### src/rtl/ppu_cpu_port.sv
// ppu_cpu_port: CPU-facing register responder of the PPU ($2000-$3FFF).
// Ports: CPU bus (clk_ph2, rst, Addr_bus, Data_bus_in/out, R_nW, data_oe, nmi),
//   render state (ctrl, mask, v_addr, t_addr, fine_x), status inputs
//   (vblank_set/clr, spr0_hit, spr_ovf), OAM port, VRAM req/ack port, drop.
module ppu_cpu_port #(
    parameter logic [2:0] DEC_HI  = 3'b001,
    parameter int         VRAM_AW = 14
) (
    input  logic               clk_ph2,
    input  logic               rst,
    input  logic [15:0]        Addr_bus,
    input  logic [7:0]         Data_bus_in,
    input  logic               R_nW,
    output logic [7:0]         Data_bus_out,
    output logic               data_oe,
    output logic               nmi,
    output logic [7:0]         ctrl,
    output logic [7:0]         mask,
    output logic [14:0]        v_addr,
    output logic [14:0]        t_addr,
    output logic [2:0]         fine_x,
    input  logic               vblank_set,
    input  logic               vblank_clr,
    input  logic               spr0_hit,
    input  logic               spr_ovf,
    output logic [7:0]         oam_addr,
    output logic               oam_we,
    output logic [7:0]         oam_wdata,
    input  logic [7:0]         oam_rdata,
    output logic               vram_req,
    output logic               vram_we,
    output logic [VRAM_AW-1:0] vram_addr,
    output logic [7:0]         vram_wdata,
    input  logic               vram_ack,
    input  logic [7:0]         vram_rdata,
    output logic               drop
);

    localparam logic [0:0] ST_IDLE = 1'b0;
    localparam logic [0:0] ST_BUSY = 1'b1;

    logic [0:0]  state;
    logic        sel;
    logic        rd_acc;
    logic        wr_acc;
    logic [2:0]  r;
    logic [7:0]  d;
    logic [7:0]  rd_data;
    logic [7:0]  io_latch;
    logic [7:0]  read_buf;
    logic [14:0] v;
    logic [14:0] t;
    logic        w;
    logic        vblank;
    logic        busy;
    logic        acc7;
    logic        take7;
    logic        drop7;
    logic        status_rd;
    logic [14:0] v_inc;
    logic        unused_addr;

    assign sel    = (Addr_bus[15:13] == DEC_HI);
    assign r      = Addr_bus[2:0];
    assign d      = Data_bus_in;
    assign rd_acc = sel & R_nW;
    assign wr_acc = sel & ~R_nW;

    // Only the top three bits decode; the rest of the window mirrors.
    assign unused_addr = ^Addr_bus[12:3];

    assign busy      = (state == ST_BUSY);
    assign acc7      = sel & (r == 3'd7);
    // An ack in the same cycle frees the slot, so the new access is taken.
    assign take7     = acc7 & (~busy | vram_ack);
    assign drop7     = acc7 & busy & ~vram_ack;
    assign status_rd = rd_acc & (r == 3'd2);
    assign v_inc     = ctrl[2] ? 15'd32 : 15'd1;

    assign v_addr   = v;
    assign t_addr   = t;
    assign vram_req = busy;
    assign data_oe  = rd_acc;

    always_comb begin
        rd_data = io_latch;
        case (r)
            3'd2:    rd_data = {vblank, spr0_hit, spr_ovf, io_latch[4:0]};
            3'd4:    rd_data = oam_rdata;
            3'd7:    rd_data = read_buf;
            default: rd_data = io_latch;
        endcase
    end

    assign Data_bus_out = rd_acc ? rd_data : 8'h00;

    // CPU-visible control registers, open-bus latch and OAM port.
    always_ff @(posedge clk_ph2 or negedge rst) begin
        if (!rst) begin
            ctrl      <= 8'h00;
            mask      <= 8'h00;
            oam_addr  <= 8'h00;
            oam_we    <= 1'b0;
            oam_wdata <= 8'h00;
            io_latch  <= 8'h00;
        end else begin
            oam_we <= 1'b0;
            // Increment lands after the strobe so the write uses the old address.
            if (oam_we) begin
                oam_addr <= oam_addr + 8'd1;
            end
            if (wr_acc) begin
                io_latch <= d;
                case (r)
                    3'd0: ctrl <= d;
                    3'd1: mask <= d;
                    3'd3: oam_addr <= d;
                    3'd4: begin
                        oam_we    <= 1'b1;
                        oam_wdata <= d;
                    end
                    default: ;
                endcase
            end else if (rd_acc) begin
                io_latch <= rd_data;
            end
        end
    end

    // Scroll / address latches.
    always_ff @(posedge clk_ph2 or negedge rst) begin
        if (!rst) begin
            v      <= 15'h0000;
            t      <= 15'h0000;
            fine_x <= 3'd0;
            w      <= 1'b0;
        end else begin
            if (status_rd) begin
                w <= 1'b0;
            end
            if (wr_acc) begin
                case (r)
                    3'd0: t[11:10] <= d[1:0];
                    3'd5: begin
                        if (!w) begin
                            t[4:0] <= d[7:3];
                            fine_x <= d[2:0];
                            w      <= 1'b1;
                        end else begin
                            t[14:12] <= d[2:0];
                            t[9:5]   <= d[7:3];
                            w        <= 1'b0;
                        end
                    end
                    3'd6: begin
                        if (!w) begin
                            t[13:8] <= d[5:0];
                            t[14]   <= 1'b0;
                            w       <= 1'b1;
                        end else begin
                            t[7:0] <= d;
                            v      <= {t[14:8], d};
                            w      <= 1'b0;
                        end
                    end
                    default: ;
                endcase
            end
            if (take7) begin
                v <= v + v_inc;
            end
        end
    end

    // VRAM request FSM and PPUDATA read buffer.
    always_ff @(posedge clk_ph2 or negedge rst) begin
        if (!rst) begin
            state      <= ST_IDLE;
            vram_we    <= 1'b0;
            vram_addr  <= '0;
            vram_wdata <= 8'h00;
            read_buf   <= 8'h00;
            drop       <= 1'b0;
        end else begin
            drop <= drop7;
            if (busy && vram_ack) begin
                state <= ST_IDLE;
                if (!vram_we) begin
                    read_buf <= vram_rdata;
                end
            end
            if (take7) begin
                state     <= ST_BUSY;
                vram_we   <= ~R_nW;
                vram_addr <= v[VRAM_AW-1:0];
                if (!R_nW) begin
                    vram_wdata <= d;
                end
            end
        end
    end

    // vblank flag and registered NMI output.
    always_ff @(posedge clk_ph2 or negedge rst) begin
        if (!rst) begin
            vblank <= 1'b0;
            nmi    <= 1'b1;
        end else begin
            nmi <= ~(vblank & ctrl[7]);
            // A status read racing vblank_set suppresses the flag.
            if (vblank_clr) begin
                vblank <= 1'b0;
            end else if (status_rd) begin
                vblank <= 1'b0;
            end else if (vblank_set) begin
                vblank <= 1'b1;
            end
        end
    end

endmodule

### config.mk
export PLATFORM = sky130hd
export DESIGN_NAME = ppu_cpu_port
export DESIGN_NICKNAME = d
export VERILOG_FILES = /design/src/rtl/ppu_cpu_port.sv
export SDC_FILE = /design/constraint.sdc
export NUM_CORES = 1
export LEC_CHECK = 0
export ABC_AREA = 1
export BUFFER_PORTS_ARGS = -buffer_cell sky130_fd_sc_hd__buf_2
export CORE_MARGIN = 4
export CORE_UTILIZATION = 45
export DETAILED_ROUTE_END_ITERATION = 10
export PLACE_DENSITY_LB_ADDON = 0.05
export RECOVER_POWER = 25
export SYNTH_ARGS = -nofsm -noshare
export SYNTH_HDL_FRONTEND = slang
export SYNTH_SLANG_ARGS = --single-unit
### constraint.sdc
create_clock -name clk_ph2 -period 1.5 [get_ports clk_ph2]
set_clock_uncertainty 0.15 [all_clocks]
set_input_delay 0.15 -clock clk_ph2 [delete_from_list [all_inputs] [get_ports clk_ph2]]
set_output_delay 0.15 -clock clk_ph2 [all_outputs]
set_load 0.05 [all_outputs]
==> impl.org <==
** Status
- Run status :: complete, but fails checks
- Violations in the final reports :: negative setup slack

** Yosys
- Commonest cells in the synthesized netlist :: sky130_fd_sc_hd__nand2_1, sky130_fd_sc_hd__dfrtp_1, sky130_fd_sc_hd__inv_1
- EDFF count, synth :: 0
- Sequential cell area fraction in the yosys report :: 0.521
- The mapped netlist covers 0.00529 mm².
- Distinct cell type count of the synthesized netlist :: 39
- Top cell type's share of synthesized area :: 0.516
- Flop and latch count out of synthesis :: 110
- When the netlist entered floorplanning its net count stood at 712.
- Post-synthesis area per instance :: 8.01 µm²
- Count leader, synth :: sky130_fd_sc_hd__nand2_1
- Gate Count Post-Synth :: 660
- Ranked by total cell area, the synthesized netlist is headed by sky130_fd_sc_hd__dfrtp_1, sky130_fd_sc_hd__nand2_1, sky130_fd_sc_hd__inv_1.
- Ys flop type :: sky130_fd_sc_hd__dfrtp_1
- During synthesis, Yosys emitted a total of 0 warnings.
- Counting flops with an async set or reset pin after synthesis yields a share of 1.00.
- Area leader, netlist :: sky130_fd_sc_hd__dfrtp_1

** CTS
- Clock tree from TritonCTS :: built
- The clock reaches the later pin of the worst-skew pair after 350 ps.
- CTS saw 110 sinks.
- Max Root-Sink Buffers :: 2
- In this run the clock root is driven by a sky130_fd_sc_hd__clkbuf_16.
- Clock buffers created by TritonCTS :: 9
- H-tree depth :: 3
- Clock input transition at the sequential cells of the worst setup and hold paths :: 70 ps

** GRT
- First-pass GRT wire length :: 25300 µm
- Entering global routing, the biggest net connects 65 pins.
- The number of antenna violations at the first check in global routing is 0.
- Number of global-route vias before repair :: 5128
- Total grt overflow :: 0
- All-layer global routing usage :: 0.240

** Worst setup path
- Worst Path Max Fanout :: 3
- By startpoint and endpoint, the worst setup path is classified as reg -> reg.
- Across all register-to-register paths, the minimum setup slack is -230 ps.
- The worst setup path is launched from a flop.
- WP data required :: 1600 ps
- Arrival time at the worst endpoint :: 1830 ps
- Measured in cells, the most critical reg-to-reg path has a length of 12.
- Cell chain of the critical path :: inv_2 > ha_4 > ha_4 > nand2_4 > nor2_4 > nand2_2 > nand2_2 > nand2_2 > nand3_2 > nand3_2 > nand2_1 > inv_1
- For this run, the slowest stage of the critical path takes 440 ps.
- STA classifies the critical path endpoint as a flop.
- Standard cell with the maximum stage delay on the critical path :: sky130_fd_sc_hd__dfrtp_2
- R2R Path Start :: ctrl[2]$_DFFE_PN0P_
- Most common cell on crit path :: sky130_fd_sc_hd__nand2_2
- End of the worst register-to-register path :: v_addr[12]$_DFFE_PN0P_

** Die
- Die W :: 116 µm
- I/O pin count :: 149
- Die outline area :: 0.0135 mm²
- The initial utilization of the core area, before any placement, comes to 0.461.
- Measured along the y axis, the die boundary spans 116 µm.
- Floorplan row count :: 39
- Core Footprint :: 0.0115 mm²

** Route
- The count of nets left with antenna violations once routing finished came out at 0.
- The routed design has 16100 µm of wire.
- Dividing the detail-routed wire length by the instance count gives 15.3 µm.
- Detailed-route via count :: 5306
- Detailed routing placed a total of 8050 µm of wire on met2.
- In the routed layout, each cell is associated on average with a via count of 5.03.
- Number of detailed-routing iterations run before antenna repair :: 5
- WL met3 :: 934 µm
- After detailed routing, the wire length on met1 is 6850 µm.
- Number of remaining DRC errors :: 0
- The detailed router finished its first iteration with 349 violations.
- The highest metal layer carrying signal wires in the routed design is met4.

** Finish
- Count of antenna diodes in the layout :: 0
- The filler cells instantiated in the layout total 969.
- Post-Layout Cell Count :: 1054
- Of the cells placed in the final design, the portion with a size suffix greater than 1 is 0.394.
- The final layout contains 958 nets.
- From synthesis to final layout, the design area changed by 45.3%.

** Placement
- PortBufs :: 138
- Weighted congestion reported at the end of routability-driven placement :: 0.869
- Setup slack at placement :: -215 ps
- Detailed placement finished with a half-perimeter wire length of 11200 µm.
- Placed instance count :: 983

** Pwr
- Static Leak :: 4.06 nW
- Across the VDD grid, the largest voltage drop is 0.927 mV.
- Cell area power density :: 1330 mW/mm²

** STA
- Final min period :: 1730 ps
- Hold timing on the final database bottoms out at a slack of 13.7 ps.
- Max transition margin :: 0.444
- Setup repair after global routing could not meet its margin everywhere.
- Count of endpoints failing setup in the final report :: 21
- The max-slew violation total from the final report came to 0.
- Hold violation total from the final report :: 0
- Setup slack after layout :: -233 ps
- Dividing the final minimum period by the clock period gives 1.16.
- Highest achievable clock rate :: 577 MHz
- For the pin with the worst max-slew slack, the measured transition is 834 ps.

** Hold path
- Path type of the worst min-delay path :: in -> reg
- Instance count along the most critical hold path :: 5
- The worst hold path begins at oam_rdata[6].
- The worst hold path terminates at io_latch[6]$_DFFE_PN0P_.

** Job
- Max-cap viol count :: 0
==> cells by family (layout without fill, tap and decap cells) <==
family                     count (synthesis)  in the layout  synth area share
AOI/OAI and AO/OA                        124            124             0.125
xor gates and xnor gates                   6              6           0.00994
and+or+nand+nor                          308            308             0.247
muxes                                      3              3           0.00639
adders and majority gates                  4              4           0.00947
DFF                                      110            110             0.521
buffers and inverters                    105            356            0.0816
==> per-layer routing <==
metal  track usage  vias to the layer above
met4        0.0750                        0
li1              -                     2595
met1         0.320                     2527
met2         0.401                      160
met5             0                        -
met3        0.0430                       24
==> metrics by stage <==
stage | instance area [µm²] | TNS [ps] | util | total power, mW
floorplan | 5400 | -2040 | - | 6.50
finish | 7680 | -2520 | 0.670 | 10.2
global route | 7680 | -4800 | 0.670 | 10.7
CTS | 7400 | -2380 | 0.645 | 10.0
detailed placement | 6650 | -4300 | 0.580 | 7.61
global placement | 6650 | -3850 | 0.580 | 7.55
==> flip-flops by register name (all words and copies together), names as in the netlist, 3 cells and up <==
name        flops
v_addr         15
vram_addr      14
oam_addr        8
fine_x          3
io_latch        8
read_buf        8
oam_wdata       8
t_addr         15
ctrl            8
mask            8
vram_wdata      8
==> repair_timing <==
| item | in CTS | in global routing |
|---|---|---|
| pin swaps | 10 | 24 |
| hold endpoints to repair | 129 | 0 |
| hold buffers | 17 | 0 |
| setup endpoints to repair | 22 | 47 |
| buffers inserted | 29 | 12 |
| cloned | 0 | 1 |
| gates resized for setup | 39 | 79 |
==> how the worst max path moves through the flow <==
stage                              from  depth (start not counted)                      to
floorplan           ctrl[2]$_DFFE_PN0P_                         10  v_addr[12]$_DFFE_PN0P_
global placement            Addr_bus[0]                          9         Data_bus_out[2]
detailed placement          Addr_bus[0]                          9         Data_bus_out[2]
CTS                 ctrl[2]$_DFFE_PN0P_                         12  v_addr[12]$_DFFE_PN0P_
global route        ctrl[2]$_DFFE_PN0P_                         12  v_addr[12]$_DFFE_PN0P_
finish              ctrl[2]$_DFFE_PN0P_                         12  v_addr[12]$_DFFE_PN0P_
==> critical path: cells and delay by family (launching register included) <==
| family | cells | cell delay [ps] |
|---|---|---|
| adder cells (fa/ha/maj) | 2 | 310 |
| AND/OR/NAND/NOR | 8 | 620 |
| buffers and inverters | 2 | 120 |
| flip-flops | 1 | 440 |
==> area by class of cell <==
class / instances / area, µm² / area share
Clock buffer: 11 / 243 / 0.0316
Clock inverter: 5 / 35.0 / 0.00456
Inverter: 86 / 344 / 0.0448
Multi-Input combinational cell: 445 / 2380 / 0.310
Sequential cell: 110 / 2770 / 0.361
Tap cell: 143 / 179 / 0.0233
Timing Repair Buffer: 254 / 1730 / 0.225
==> power breakdown <==
group	switching (mW)	internal (mW)	leakage (nW)	total [mW]
sequential	0.465	3.52	1.36	3.98
clock	1.09	1.17	0.135	2.27
combinational	2.79	1.14	2.57	3.94
==> cells in the final DEF, fill, tap and decap left out, types with 3 or more instances in the layout <==
| master | n |
|---|---|
| sky130_fd_sc_hd__a21oi_1 | 9 |
| sky130_fd_sc_hd__buf_2 | 127 |
| sky130_fd_sc_hd__buf_4 | 89 |
| sky130_fd_sc_hd__buf_6 | 11 |
| sky130_fd_sc_hd__buf_8 | 5 |
| sky130_fd_sc_hd__clkbuf_16 | 9 |
| sky130_fd_sc_hd__clkinvlp_4 | 4 |
| sky130_fd_sc_hd__dfrtp_1 | 96 |
| sky130_fd_sc_hd__dfrtp_2 | 13 |
| sky130_fd_sc_hd__dlygate4sd3_1 | 17 |
| sky130_fd_sc_hd__ha_4 | 4 |
| sky130_fd_sc_hd__inv_1 | 65 |
| sky130_fd_sc_hd__inv_2 | 16 |
| sky130_fd_sc_hd__mux2_2 | 3 |
| sky130_fd_sc_hd__nand2_1 | 190 |
| sky130_fd_sc_hd__nand2_2 | 18 |
| sky130_fd_sc_hd__nand2_4 | 5 |
| sky130_fd_sc_hd__nand3_1 | 22 |
| sky130_fd_sc_hd__nand3_2 | 5 |
| sky130_fd_sc_hd__nand4_1 | 6 |
| sky130_fd_sc_hd__nor2_1 | 36 |
| sky130_fd_sc_hd__nor2_2 | 9 |
| sky130_fd_sc_hd__nor2_4 | 6 |
| sky130_fd_sc_hd__o211ai_1 | 7 |
| sky130_fd_sc_hd__o21ai_0 | 47 |
| sky130_fd_sc_hd__o21ai_1 | 38 |
| sky130_fd_sc_hd__o21ai_2 | 12 |
| sky130_fd_sc_hd__xor2_1 | 4 |
(Power assumes the default switching activity.)
